File: config.mk
export PLATFORM = sky130hd
export DESIGN_NAME = l2_evict_fill_ctrl
export DESIGN_NICKNAME = d
export VERILOG_FILES = /design/src/rtl/l2_pkg.sv /design/src/rtl/l2_line_serdes.sv /design/src/rtl/l2_evict_fill_ctrl.sv
export SDC_FILE = /design/constraint.sdc
export NUM_CORES = 1
export LEC_CHECK = 0
export ABC_AREA = 1
export CORE_AREA = 2 2 418 420
export CTS_CLUSTER_DIAMETER = 30
export DETAILED_ROUTE_END_ITERATION = 16
export DIE_AREA = 0 0 420 422
export PLACE_DENSITY = 0.33
export SLEW_MARGIN = 20
export SYNTH_ARGS = -nofsm -noshare
export SYNTH_HDL_FRONTEND = slang
export SYNTH_SLANG_ARGS = --single-unit
File: constraint.sdc
create_clock -name clk -period 6.6 [get_ports clk]
set_input_delay 1.32 -clock clk [delete_from_list [all_inputs] [get_ports clk]]
set_output_delay 1.32 -clock clk [all_outputs]
set_load 0.01 [all_outputs]
File: src/rtl/l2_pkg.sv
// l2_pkg: shared types and helpers for the L2 miss-side eviction/fill logic.
//  - evict_state_t : controller FSM states
//  - LINE_W/BEAT_W : cache line and memory beat widths
//  - line_t/beat_t : line and beat vector types
//  - onehot_lowest : reduces any way mask to a single way (lowest set bit, way 0 if empty)
package l2_pkg;

  localparam int LINE_W   = 256;
  localparam int BEAT_W   = 64;
  localparam int MAX_WAYS = 8;

  typedef logic [LINE_W-1:0] line_t;
  typedef logic [BEAT_W-1:0] beat_t;

  typedef enum logic [2:0] {
    ST_IDLE,
    ST_SELECT,
    ST_CAPTURE,
    ST_WBACK,
    ST_FILL,
    ST_INSTALL
  } evict_state_t;

  // Empty mask falls back to way 0 so a victim always exists.
  function automatic logic [MAX_WAYS-1:0] onehot_lowest(input logic [MAX_WAYS-1:0] v);
    logic [MAX_WAYS-1:0] r;
    r = MAX_WAYS'(1);
    for (int i = MAX_WAYS - 1; i >= 0; i--) begin
      if (v[i]) r = MAX_WAYS'(1) << i;
    end
    return r;
  endfunction

endpackage

File: src/rtl/l2_line_serdes.sv
// l2_line_serdes: BEATS x 64-bit register bank holding one cache line.
// Ports:
//  clk      in   clock
//  load     in   parallel load of line_in into all beats (victim capture)
//  line_in  in   256-bit line to load
//  cap      in   store beat_in into beat[idx] (fill beat returned)
//  idx      in   beat index for capture and for beat_out
//  beat_in  in   64-bit beat from memory
//  beat_out out  beat[idx], used as the write-back beat
//  line_out out  all beats assembled, beat 0 in bits [63:0]
module l2_line_serdes
  import l2_pkg::*;
#(
  parameter int BEATS = 4,
  parameter int CNT_W = 2
) (
  input  logic             clk,
  input  logic             load,
  input  line_t            line_in,
  input  logic             cap,
  input  logic [CNT_W-1:0] idx,
  input  beat_t            beat_in,
  output beat_t            beat_out,
  output line_t            line_out
);

  beat_t beat_q [BEATS];
  beat_t beat_d [BEATS];

  always_comb begin
    beat_d = beat_q;
    if (load) begin
      for (int i = 0; i < BEATS; i++) beat_d[i] = line_in[i*BEAT_W +: BEAT_W];
    end else if (cap) begin
      beat_d[idx] = beat_in;
    end
  end

  // Pure data storage: no reset, contents are only observed once loaded.
  always_ff @(posedge clk) begin
    beat_q <= beat_d;
  end

  always_comb begin
    line_out = '0;
    for (int i = 0; i < BEATS; i++) line_out[i*BEAT_W +: BEAT_W] = beat_q[i];
  end

  assign beat_out = beat_q[idx];

endmodule

File: src/rtl/l2_evict_fill_ctrl.sv
// l2_evict_fill_ctrl: L2 miss handler. Picks the victim way, writes it back
// if valid and dirty, bursts the missing line in, installs it and strobes the
// PLRU update with the filled way.
// Ports:
//  clk, rst_n                     clock, async active-low reset
//  miss_req/miss_addr/miss_ack    requester handshake (level request, ack pulse)
//  fill_line                      filled line, valid with miss_ack
//  lru_way/lru_hit_way/lru_load   PLRU victim in, filled way + update strobe out
//  way_valid/way_dirty            state bits of the indexed set
//  arr_rd_way/arr_rtag/arr_rdata  victim read (data valid one cycle after rd_way)
//  arr_we/arr_wway/arr_wtag/arr_wdata  install write
//  mem_read/mem_write/mem_addr/mem_wdata/mem_rdata/mem_resp  64-bit burst port
// Build option: define L2_PREFER_INVALID_EN to take the lowest invalid way as
// victim whenever the set has one, ignoring lru_way.
module l2_evict_fill_ctrl
  import l2_pkg::*;
#(
  parameter int NUM_WAYS = 8,
  parameter int TAG_W    = 23,
  parameter int IDX_W    = 4,
  parameter int BEATS    = 4
) (
  input  logic                clk,
  input  logic                rst_n,
  input  logic                miss_req,
  input  logic [31:0]         miss_addr,
  output logic                miss_ack,
  output line_t               fill_line,
  input  logic [NUM_WAYS-1:0] lru_way,
  output logic [NUM_WAYS-1:0] lru_hit_way,
  output logic                lru_load,
  input  logic [NUM_WAYS-1:0] way_valid,
  input  logic [NUM_WAYS-1:0] way_dirty,
  output logic [NUM_WAYS-1:0] arr_rd_way,
  input  logic [TAG_W-1:0]    arr_rtag,
  input  line_t               arr_rdata,
  output logic                arr_we,
  output logic [NUM_WAYS-1:0] arr_wway,
  output logic [TAG_W-1:0]    arr_wtag,
  output line_t               arr_wdata,
  output logic                mem_read,
  output logic                mem_write,
  output logic [31:0]         mem_addr,
  output beat_t               mem_wdata,
  input  beat_t               mem_rdata,
  input  logic                mem_resp
);

  localparam int CNT_W = (BEATS > 1) ? $clog2(BEATS) : 1;
  localparam logic [CNT_W-1:0] LAST_BEAT = CNT_W'(BEATS - 1);

  evict_state_t                state_q, state_d;
  logic [CNT_W-1:0]            cnt_q, cnt_d;
  logic [TAG_W+IDX_W-1:0]      line_addr_q, line_addr_d;
  logic [NUM_WAYS-1:0]         victim_q, victim_d, victim_pick;
  logic [TAG_W-1:0]            vtag_q, vtag_d;
  logic [TAG_W-1:0]            miss_tag;
  logic [IDX_W-1:0]            idx;
  logic                        victim_dirty, burst_last;
  beat_t                       wr_beat;
  line_t                       asm_line;
  logic                        unused_addr_bits;

  assign unused_addr_bits = ^miss_addr[4:0];
  assign miss_tag     = line_addr_q[TAG_W+IDX_W-1:IDX_W];
  assign idx          = line_addr_q[IDX_W-1:0];
  assign victim_dirty = |(victim_q & way_valid & way_dirty);
  assign burst_last   = mem_resp && (cnt_q == LAST_BEAT);

  always_comb begin
    victim_pick = NUM_WAYS'(onehot_lowest(MAX_WAYS'(lru_way)));
`ifdef L2_PREFER_INVALID_EN
    // An invalid way is never dirty, so this choice also skips write-back.
    if (!(&way_valid)) victim_pick = NUM_WAYS'(onehot_lowest(MAX_WAYS'(~way_valid)));
`else
`endif
  end

  // State register (control only is reset; latched address/victim are data)
  always_ff @(posedge clk or negedge rst_n) begin
    if (!rst_n) begin
      state_q <= ST_IDLE;
      cnt_q   <= '0;
    end else begin
      state_q <= state_d;
      cnt_q   <= cnt_d;
    end
  end

  always_ff @(posedge clk) begin
    line_addr_q <= line_addr_d;
    victim_q    <= victim_d;
    vtag_q      <= vtag_d;
  end

  // Next-state logic
  always_comb begin
    state_d     = state_q;
    cnt_d       = cnt_q;
    line_addr_d = line_addr_q;
    victim_d    = victim_q;
    vtag_d      = vtag_q;
    case (state_q)
      ST_IDLE: begin
        if (miss_req) begin
          line_addr_d = miss_addr[TAG_W+IDX_W+4:5];
          victim_d    = victim_pick;
          state_d     = ST_SELECT;
        end
      end
      ST_SELECT:  state_d = ST_CAPTURE;
      ST_CAPTURE: begin
        vtag_d  = arr_rtag;
        state_d = victim_dirty ? ST_WBACK : ST_FILL;
      end
      ST_WBACK, ST_FILL: begin
        // Counter wraps to 0 on the last beat, ready for the next burst.
        if (mem_resp) cnt_d = burst_last ? '0 : cnt_q + CNT_W'(1);
        if (burst_last) state_d = (state_q == ST_WBACK) ? ST_FILL : ST_INSTALL;
      end
      ST_INSTALL: state_d = ST_IDLE;
      default:    state_d = ST_IDLE;
    endcase
  end

  // Outputs decode from state only, so reset clears them asynchronously.
  always_comb begin
    miss_ack    = 1'b0;
    fill_line   = '0;
    lru_hit_way = '0;
    lru_load    = 1'b0;
    arr_rd_way  = '0;
    arr_we      = 1'b0;
    arr_wway    = '0;
    arr_wtag    = '0;
    arr_wdata   = '0;
    mem_read    = 1'b0;
    mem_write   = 1'b0;
    mem_addr    = '0;
    mem_wdata   = '0;
    case (state_q)
      ST_SELECT: arr_rd_way = victim_q;
      ST_WBACK: begin
        mem_write = 1'b1;
        mem_addr  = {vtag_q, idx, 5'b0};
        mem_wdata = wr_beat;
      end
      ST_FILL: begin
        mem_read = 1'b1;
        mem_addr = {miss_tag, idx, 5'b0};
      end
      ST_INSTALL: begin
        miss_ack    = 1'b1;
        lru_load    = 1'b1;
        arr_we      = 1'b1;
        lru_hit_way = victim_q;
        arr_wway    = victim_q;
        arr_wtag    = miss_tag;
        arr_wdata   = asm_line;
        fill_line   = asm_line;
      end
      default: ;
    endcase
  end

  l2_line_serdes #(
    .BEATS (BEATS),
    .CNT_W (CNT_W)
  ) u_serdes (
    .clk      (clk),
    .load     (state_q == ST_CAPTURE),
    .line_in  (arr_rdata),
    .cap      ((state_q == ST_FILL) && mem_resp),
    .idx      (cnt_q),
    .beat_in  (mem_rdata),
    .beat_out (wr_beat),
    .line_out (asm_line)
  );

endmodule

==> results.md <==
* Fmax achieved at 185 MHz
* Worst-Skew Late Latency at ~0.73 ns
* Post-synth ARST share at 1.57%
* RSZ-0062 raised after global routing: false
* I/O pins at 1063
* Multiplexer area fraction after synthesis at 0%
* Critical path endpoint category: output pin
* Cell variety after synth at 20
* Top delay family on crit path: buffers and inverters
* Maximum vdd drop at 0.272 mV
* Leak at about 13 nW
* GR Util All Layers at 15.9%
* Worst path required time at 5.28 ns
* Critical Path Max Stage Delay at approximately 0.73 ns
* Final hold violations at 0
* FF-to-FF End: u_serdes.line_out[53]
* Simple-gate share of the synthesized area at around 17%
* Comb power frac at between 30% and 40%
* Num CTS Buffers at 138
* CP arrival at between 4 and 5 ns
* TritonCTS clock tree: done
* Post-Synth XOR/XNOR Area at 0%
* Core ar. at ~0.17 sq mm
* Die Ht at 422 um
* Htree depth at 4
* Post-synthesis sequential area ratio at about 48%
* CP startpoint: state_q[2]
* Pwr Total at roughly 0.015 W
* Final setup fails at 0
* WL final at between 100000 and 150000 um
* Final nets at around 3800
* Initial antenna violation count at 22
* Synth Area in Adders at less than 1%
* Switch Pwr at ~0.0063 W
* Clock power frac at 37.0%
* DRT antenna net count at 0
* Drt wl/cell at 25.1 um
* Max-cap violations at 0
* Yosys warning count at 0
* Clk root buf: clkbuf_16
* FP Rows at between 150 and 200
* Outcome: complete, no violations
* Critical Path Sink: arr_wdata[171]
* Rel. slew slack at 27.2%
* Clock Path Buffers at 3
* Worst Reg2Reg Path Length in Cells at 6
* Layout Skew at a little over 0.03 ns
* Tightest Pin Transition at around 1.1 ns
* Drt first pass iters at 5
* GRT Residual Overflow at 0
* Mapped Area at 0.0199 sq mm
* Buf/Inv on CP at 4
* Die area at 0.177 sq mm
* Commonest non-fill, non-tap cells in the layout: clkdlybuf4s50_1, nand2_1, o21ai_0
* Main combinational cell family by area after synthesis: buffers and inverters
* Dominant synthesized flop cell: edfxtp_1
* Tcrit/Tclk final at about four fifths
* Clock-pin slew on the worst setup and hold paths at 0.03 ns
* Crit path max fanout at 124
* CP Class: flop to output pin
* CP max-delay cell: nor2_1
* Layout Utilization at 20.5%
* Routability cong. at ~0.84
* Int Pwr at 0.00915 W
* Worst Setup Start Kind: flop
* Commonest non-fill, non-tap cell in the layout: clkdlybuf4s50_1
* Max-slew violation count at 0
* Initial Util at 11.5%
* CP Depth at 6
* Layout cells sized above 1 at around 6.3%
* 1st-iter DRT viols at 1326
* #FFs+latches synth at 319
* Cells after Synth at 2571
* Mean Syn Cell Area at 7.76 sq um
* Worst hold path type: flop to flop
* Via count at 20700
* # resized after CTS at 0
* Post-synthesis compound-gate area fraction at 15.2%
* Area growth syn-to-layout at 77.4%
* TritonCTS Sinks at between 300 and 400
* Switching share of power at 40.7%
* Hold_buf cts at 0
* Worst r2r src: cnt_q[1]
* Sequential power share at 23.3%
* Post-Route Setup TNS at 0 ns
* First-pass GRT wire length at ~190000 um
* Flop-to-flop setup slack at 2.49 ns
* Largest net degree at the start of global routing at between 150 and 200
* Vias in the first global route at 20900
* Fin crit period at 5.41 ns
* Post-DP HPWL at 111000 um
* Post-synth EDFFs at 314
* # Post-CTS Setup Buffers at 0
* Die Span X at between 400 and 500 um
* Residual DRC at 0
* Crit path cell chain: inv_1, nor3_2, inv_8, buf_12, nor2_1, clkdlybuf4s50_1
* P per Cell Area at 436 mW/mm^2
* Via density at 3.56
* Port Buffers at roughly 1100
## synth_stat cells (3+ instances only)
library cell,n,area (sq um)
edfxtp_1,314,9430
ha_1,4,50.1
dfrtp_1,5,125
nand2_1,561,2110
buf_1,13,48.8
buf_4,275,2060
o21ai_1,65,325
inv_2,3,11.3
a21oi_1,193,966
clkbuf_1,95,357
buf_2,57,285
nor3_1,3,15.0
nor2_1,308,1160
o21ai_0,345,1730
nand3_1,16,80.1
inv_1,308,1160
## cells by family (layout without fill, tap and decap cells)
kind of cell | Yosys count | count (layout)
buffers and inverters | 751 | 1653
AOI/OAI and AO/OA | 604 | 604
DFF | 319 | 319
and+or+nand+nor | 892 | 892
other | 1 | 15
adders and majority gates | 4 | 4
## layer usage
layer  up-vias  part of all wire (%)  track usage [%]
met2       780                    49             26.8
met4        10                   1.9             3.79
met1     10100                    42             19.5
met3       180                   7.5             5.01
li1       9665                     -                -
met5         -                 0.046                0
## state kept, by name (all words and copies together) (netlist names)
name,count
cnt_q,2
state_q,3
u_serdes.line_out,256
line_addr_q,27
victim_q,8
vtag_q,23
## through the flow
| stage | hold slack (ns) | area [sq um] | worst slack [ns] | cells |
|---|---|---|---|---|
| finish | 0.605 | 35400 | 1.19 | 5812 |
| global route | 0.656 | 35400 | 1.07 | 5805 |
| CTS | 0.611 | 35400 | 1.21 | 5802 |
| detailed placement | 0.602 | 31100 | 2.04 | 5548 |
| global placement | 0.607 | 31100 | 2.02 | 5548 |
| floorplan | 0.511 | 20000 | 0.121 | 2575 |
## worst min-delay path: stages (launching register included)
cell     delay [ns]
dfrtp_1        0.43
nand2_1        0.08
nand2_1        0.06
## how the worst min path moves through the flow
stage	from	endpoint	slack, ns	cells after the start
5_1_grt	state_q[2]	state_q[2]	0.66	2
3_5_place_dp	state_q[2]	state_q[2]	0.60	2
4_1_cts	state_q[2]	state_q[2]	0.61	2
6_report	state_q[2]	state_q[2]	0.61	2
2_1_floorplan	state_q[2]	state_q[2]	0.51	2
3_3_place_gp	state_q[2]	state_q[2]	0.61	2
## layout make-up
cell class,instances,area [sq um]
repair buffers,1088,10900
flip-flops and latches,319,9560
multi-input cells,1505,6600
diodes,10,25.0
clock buffers,185,3690
inverters,311,1180
clock inverters,69,531
fillers,19400,137000
well taps,2325,2910
## power groups by stage
stage | Clock, W | Sequential (W) | Combinational, W
finish | 0.00571 | 0.00360 | 0.00612
global route | 0.00596 | 0.00368 | 0.00667
CTS | 0.00585 | 0.00360 | 0.00633
detailed placement | 0 | 0.00363 | 0.00630
global placement | 0 | 0.00363 | 0.00630
floorplan | 0 | 0.00351 | 0.00302
(Power assumes the default switching activity.)
==> patch 1: new RTL, same settings <==
`LINE_W`: 256 -> 260.
--- a/src/rtl/l2_pkg.sv
+++ b/src/rtl/l2_pkg.sv
@@ -5,7 +5,7 @@
 //  - onehot_lowest : reduces any way mask to a single way (lowest set bit, way 0 if empty)
 package l2_pkg;
 
-  localparam int LINE_W   = 256;
+  localparam int LINE_W   = 260;
   localparam int BEAT_W   = 64;
   localparam int MAX_WAYS = 8;
 
Ports: changed (resized arr_rdata, arr_wdata and fill_line); port bits go from 1063 to 1075. The function was not compared with the original's and may differ.
==> patch 1 against the original RTL <==
  * Sequential cell count is the same
  * First-iteration DRC count is 3.7% higher
  * Clock power is 1% lower
  * Wire length rose by 0.17%
  * Area after synthesis rose by 0.30%
  * Design area is 0.28% lower
  * Worst setup slack better by 0.057 ns
  * Total power fell by 0.66%
  * Critical endpoint is now fill_line[221]
==> patch 1: results (changes against the original RTL) <==
run status complete, no violations; Worst R2R Path Depth 5 (-1); top post-synthesis cells by area sky130_fd_sc_hd__edfxtp_1 47%, sky130_fd_sc_hd__buf_4 11%, sky130_fd_sc_hd__nand2_1 11%; CTS Buf Count 137 (-0.72%); sequential area share after synthesis 47.8% (-0.14 points); met3 WL 11,600 um (+6.2%); antenna violations before repair 38 (+73%); metal1 wirelength 59,900 um (-1.6%); endpoint of the worst-slack reg-to-reg timing path u_serdes.line_out[34]$_DFFE_PP_; Mapped Cells 2,579 (+0.31%); worst endpoint data arrival time 4.03 ns (-0.06 ns); fraction of layout instances using a drive strength above 1 6.15% (-0.15 points); global-route usage over all layers 15.9% (+0.019 points); met2 demand-to-capacity share in global routing 26.2% (-0.55 points); worst hold-check slack 0.602 ns (-0.00353 ns); post-route clock skew 0.0220 ns (-0.00825 ns); worst-path cell with the longest stage delay sky130_fd_sc_hd__clkdlybuf4s50_1; setup ws final 1.25 ns (+0.0567 ns); Critical R2R Launch cnt_q[1]$_DFFE_PN0P_; worst slew margin relative to its limit 34.8% (+7.6 points); Placed Instances 5,552 (+0.072%); minimum setup slack after placement 1.96 ns (-0.0786 ns); total cell area at the placement stage 0.0311 sq mm (about the same); half-perimeter wire length after detailed placement 112,000 um (+0.29%); leakage power 12.9 nW (-0.28%); drt first-iter violations 1,375 (+3.7%); peak supply drop 0.000312 V (+14%); worst skew pair latency 0.73 ns (about the same); first-pass GRT wire length 190,000 um (-0.18%); clock network power 0.00565 W (-1%); wirelength, routed 146,000 um (+0.17%); First-pass DRT Iterations 5 (unchanged); pin count of the biggest net entering global routing 173 (-3.4%); power density of the placed cells 434 mW/mm^2 (-0.38%); critical path endpoint fill_line[221]; top fanout value on the critical path 72 (-42%); detailed route wirelength on metal2 70,400 um (-0.82%); Vias/cell 3.56 (about the same); global-route track usage on met1 19.2% (-0.34 points); nets@finish 3,777 (+0.19%); switching part of the total 40.4% (-0.34 points); Global Route met3 Usage 5.47% (+0.46 points); weighted congestion reported at the end of routability-driven placement 0.835 (-0.30%)
patch 1: final cells by class:
| type | count | area (sq um) |
|---|---|---|
| inverters | 311 | 1180 |
| diodes | 12 | 30.0 |
| repair buffers | 1084 | 10800 |
| clock buffers | 177 | 3640 |
| fillers | 19366 | 138000 |
| well taps | 2325 | 2910 |
| flip-flops and latches | 319 | 9560 |
| clock inverters | 60 | 492 |
| multi-input cells | 1513 | 6630 |
patch 1: logic make-up (layout without fill, tap and decap cells):
kind of cell | Yosys count | count (layout) | share of synthesized area [%]
AOI/OAI and AO/OA | 604 | 604 | 15.1
DFF | 319 | 319 | 47.8
adders and majority gates | 4 | 4 | 0.250
buffers and inverters | 759 | 1632 | 19.9
and+or+nand+nor | 892 | 892 | 16.9
other | 1 | 25 | 0.0187
patch 1: worst min-delay path, cell delays in order (launching register included):
cell                      delay, ns
sky130_fd_sc_hd__dfrtp_1       0.43
sky130_fd_sc_hd__nand2_1       0.08
sky130_fd_sc_hd__nand2_1       0.06
==> patch 2: new RTL, config.mk and constraints unchanged <==
Made on the original files. The 6 states of `evict_state_t` get a one-hot encoding in 6 bits.
--- a/src/rtl/l2_pkg.sv
+++ b/src/rtl/l2_pkg.sv
@@ -12,13 +12,13 @@
   typedef logic [LINE_W-1:0] line_t;
   typedef logic [BEAT_W-1:0] beat_t;
 
-  typedef enum logic [2:0] {
-    ST_IDLE,
-    ST_SELECT,
-    ST_CAPTURE,
-    ST_WBACK,
-    ST_FILL,
-    ST_INSTALL
+  typedef enum logic [5:0] {
+    ST_IDLE    = 6'b000001,
+    ST_SELECT  = 6'b000010,
+    ST_CAPTURE = 6'b000100,
+    ST_WBACK   = 6'b001000,
+    ST_FILL    = 6'b010000,
+    ST_INSTALL = 6'b100000
   } evict_state_t;
 
   // Empty mask falls back to way 0 so a victim always exists.
Function: same outputs for any inputs over 4 cycles, from zero or initial values and one cycle with rst_n low; so few cycles prove little.
==> patch 2 against the original RTL <==
  * Area after synthesis up 1.5%
  * Highest routed layer unchanged
  * Sequential share of layout area up 0.22 points
  * Worst hold slack worse by 0.078 ns
  * Wire length down 6.4%
  * Design area unchanged
  * Sequential cell count up 3
  * Worst setup slack worse by 0.031 ns
Power is not compared: it rests on default switching activity, and its combinational part moved more than twofold at a synthesized area within 25%.
==> patch 2: results (changes against the original RTL) <==
Non-Filler Instances 5,809 (-0.052%); Synth cell types 27 (+35%); worst slew margin relative to its limit 35.1% (+8.0 points); global-route usage over all layers 14.9% (-1.0 points); pin count of the biggest net entering global routing 169 (-5.6%); leading cell types by count after synthesis 560 x sky130_fd_sc_hd__nand2_1, 314 x sky130_fd_sc_hd__edfxtp_1, 312 x sky130_fd_sc_hd__nor2_1; top post-synthesis cells by area sky130_fd_sc_hd__edfxtp_1 47%, sky130_fd_sc_hd__nand2_1 10%, sky130_fd_sc_hd__buf_4 10%; post-synthesis adder-cell area fraction 0.247% (-0.0038 points); via count of the first global-routing pass 21.0k (+0.24%); total cell area at the placement stage 0.0313 sq mm (+0.42%); first-pass GRT wire length 180,000 um (-5.3%); post-synthesis compound-gate area fraction 15.0% (-0.22 points); largest incremental delay on the critical path 0.93 ns (+0.20 ns); number of gates resized after CTS 0 (unchanged); mux share of post-synthesis cell area 0% (unchanged); drt first-iter violations 1,313 (-0.98%); endpoint of the worst-slack reg-to-reg timing path u_serdes.line_out[89]$_DFFE_PP_; worst-path cell with the longest stage delay sky130_fd_sc_hd__dfrtp_4; number of routed nets with antenna violations 0 (unchanged); fin crit share 82.4% (+0.47 points); top fanout value on the critical path 44 (-65%); met2 demand-to-capacity share in global routing 25.6% (-1.1 points); sequential area share after synthesis 47.5% (-0.35 points); per-cell routed wire length 23.5 um (-6.3%); fraction of layout instances using a drive strength above 1 6.60% (+0.30 points); leakage power 12.9 nW; run status complete, no violations; critical path endpoint mem_wdata[50]; weighted congestion reported at the end of routability-driven placement 0.829 (-1.0%); global-route track usage on met1 17.4% (-2.1 points); Yosys warnings 0 (unchanged); Mapped Cells 2,582 (+0.43%); post-route clock skew 0.0313 ns (+0.00101 ns); CTS Buf Count 133 (-3.6%); Placed Instances 5,559 (+0.20%); nets@finish 3,776 (+0.16%); Global Route met3 Usage 4.43% (-0.57 points); antenna violations before repair 33 (+50%); Vias/cell 3.54 (-0.64%); Worst Path Class, Setup flop to primary output; ys async rst share 2.48% (+0.92 points); half-perimeter wire length after detailed placement 102,000 um (-8.1%)
-- patch 2: cell types whose count changed after synthesis, moves of 3 or more --
cell / delta
sky130_fd_sc_hd__buf_6: +23
sky130_fd_sc_hd__clkbuf_1: -23
sky130_fd_sc_hd__nor2_1: +4
sky130_fd_sc_hd__nor2_2: +3
sky130_fd_sc_hd__o21ai_0: -142
sky130_fd_sc_hd__o21ai_1: +142
-- patch 2: layout make-up --
cell class,instances,area (sq um)
clock buffer,170,3490
timing repair buffer,1088,10900
fill,19310,137000
sequential,322,9640
tap,2325,2910
antenna,15,37.5
multi-input combinational,1515,6660
clock inverter,65,593
inverter,309,1170
-- patch 2: worst register-to-register path: cells and delay by family, from the launching register on --
family | cells | cell delay [ns]
buffers and inverters | 3 | 1.97
DFF | 1 | 0.75
and+or+nand+nor | 2 | 0.72
adders and majority gates | 1 | 0.51
-- patch 2: worst min-delay path by stage --
stage / from / endpoint / slack, ns
after floorplan: state_q[3]$_DFFE_PN0P_ / state_q[3]$_DFFE_PN0P_ / 0.48
after global placement: state_q[3]$_DFFE_PN0P_ / state_q[3]$_DFFE_PN0P_ / 0.51
after detailed placement: state_q[3]$_DFFE_PN0P_ / state_q[3]$_DFFE_PN0P_ / 0.52
after CTS: state_q[3]$_DFFE_PN0P_ / state_q[3]$_DFFE_PN0P_ / 0.53
after global routing: state_q[4]$_DFFE_PN0P_ / state_q[4]$_DFFE_PN0P_ / 0.56
final: state_q[3]$_DFFE_PN0P_ / state_q[3]$_DFFE_PN0P_ / 0.53
-- patch 2: logic make-up after synthesis --
| logic type | count (synthesis) |
|---|---|
| other | 1 |
| and+or+nand+nor | 901 |
| adders and majority gates | 4 |
| DFF | 322 |
| AOI/OAI and AO/OA | 605 |
| buffers and inverters | 749 |
-- patch 2: stage by stage --
stage | util [%] | setup slack (ns) | hold WS [ns]
after global placement | 18.1 | 1.74 | 0.510
final | 20.5 | 1.16 | 0.528
after detailed placement | 18.1 | 1.78 | 0.522
after CTS | 20.4 | 0.957 | 0.535
after global routing | 20.5 | 0.913 | 0.560
after floorplan | - | 0.0785 | 0.483
-- patch 2: where the power goes --
group | switching [W] | total [W] | internal [W] | leakage (nW)
sequential | 0.000137 | 0.00282 | 0.00268 | 3.08
clock | 0.00172 | 0.00562 | 0.00390 | 1.99
combinational | 0.00149 | 0.00214 | 0.000657 | 7.79
total | 0.00335 | 0.0106 | 0.00724 | 12.9
-- patch 2: routing by layer --
metal  up-vias  wire length, um
met5         -              118
met4         6             3340
met3       177             8880
met2       774            68600
met1      9900            55300
li1       9692                -
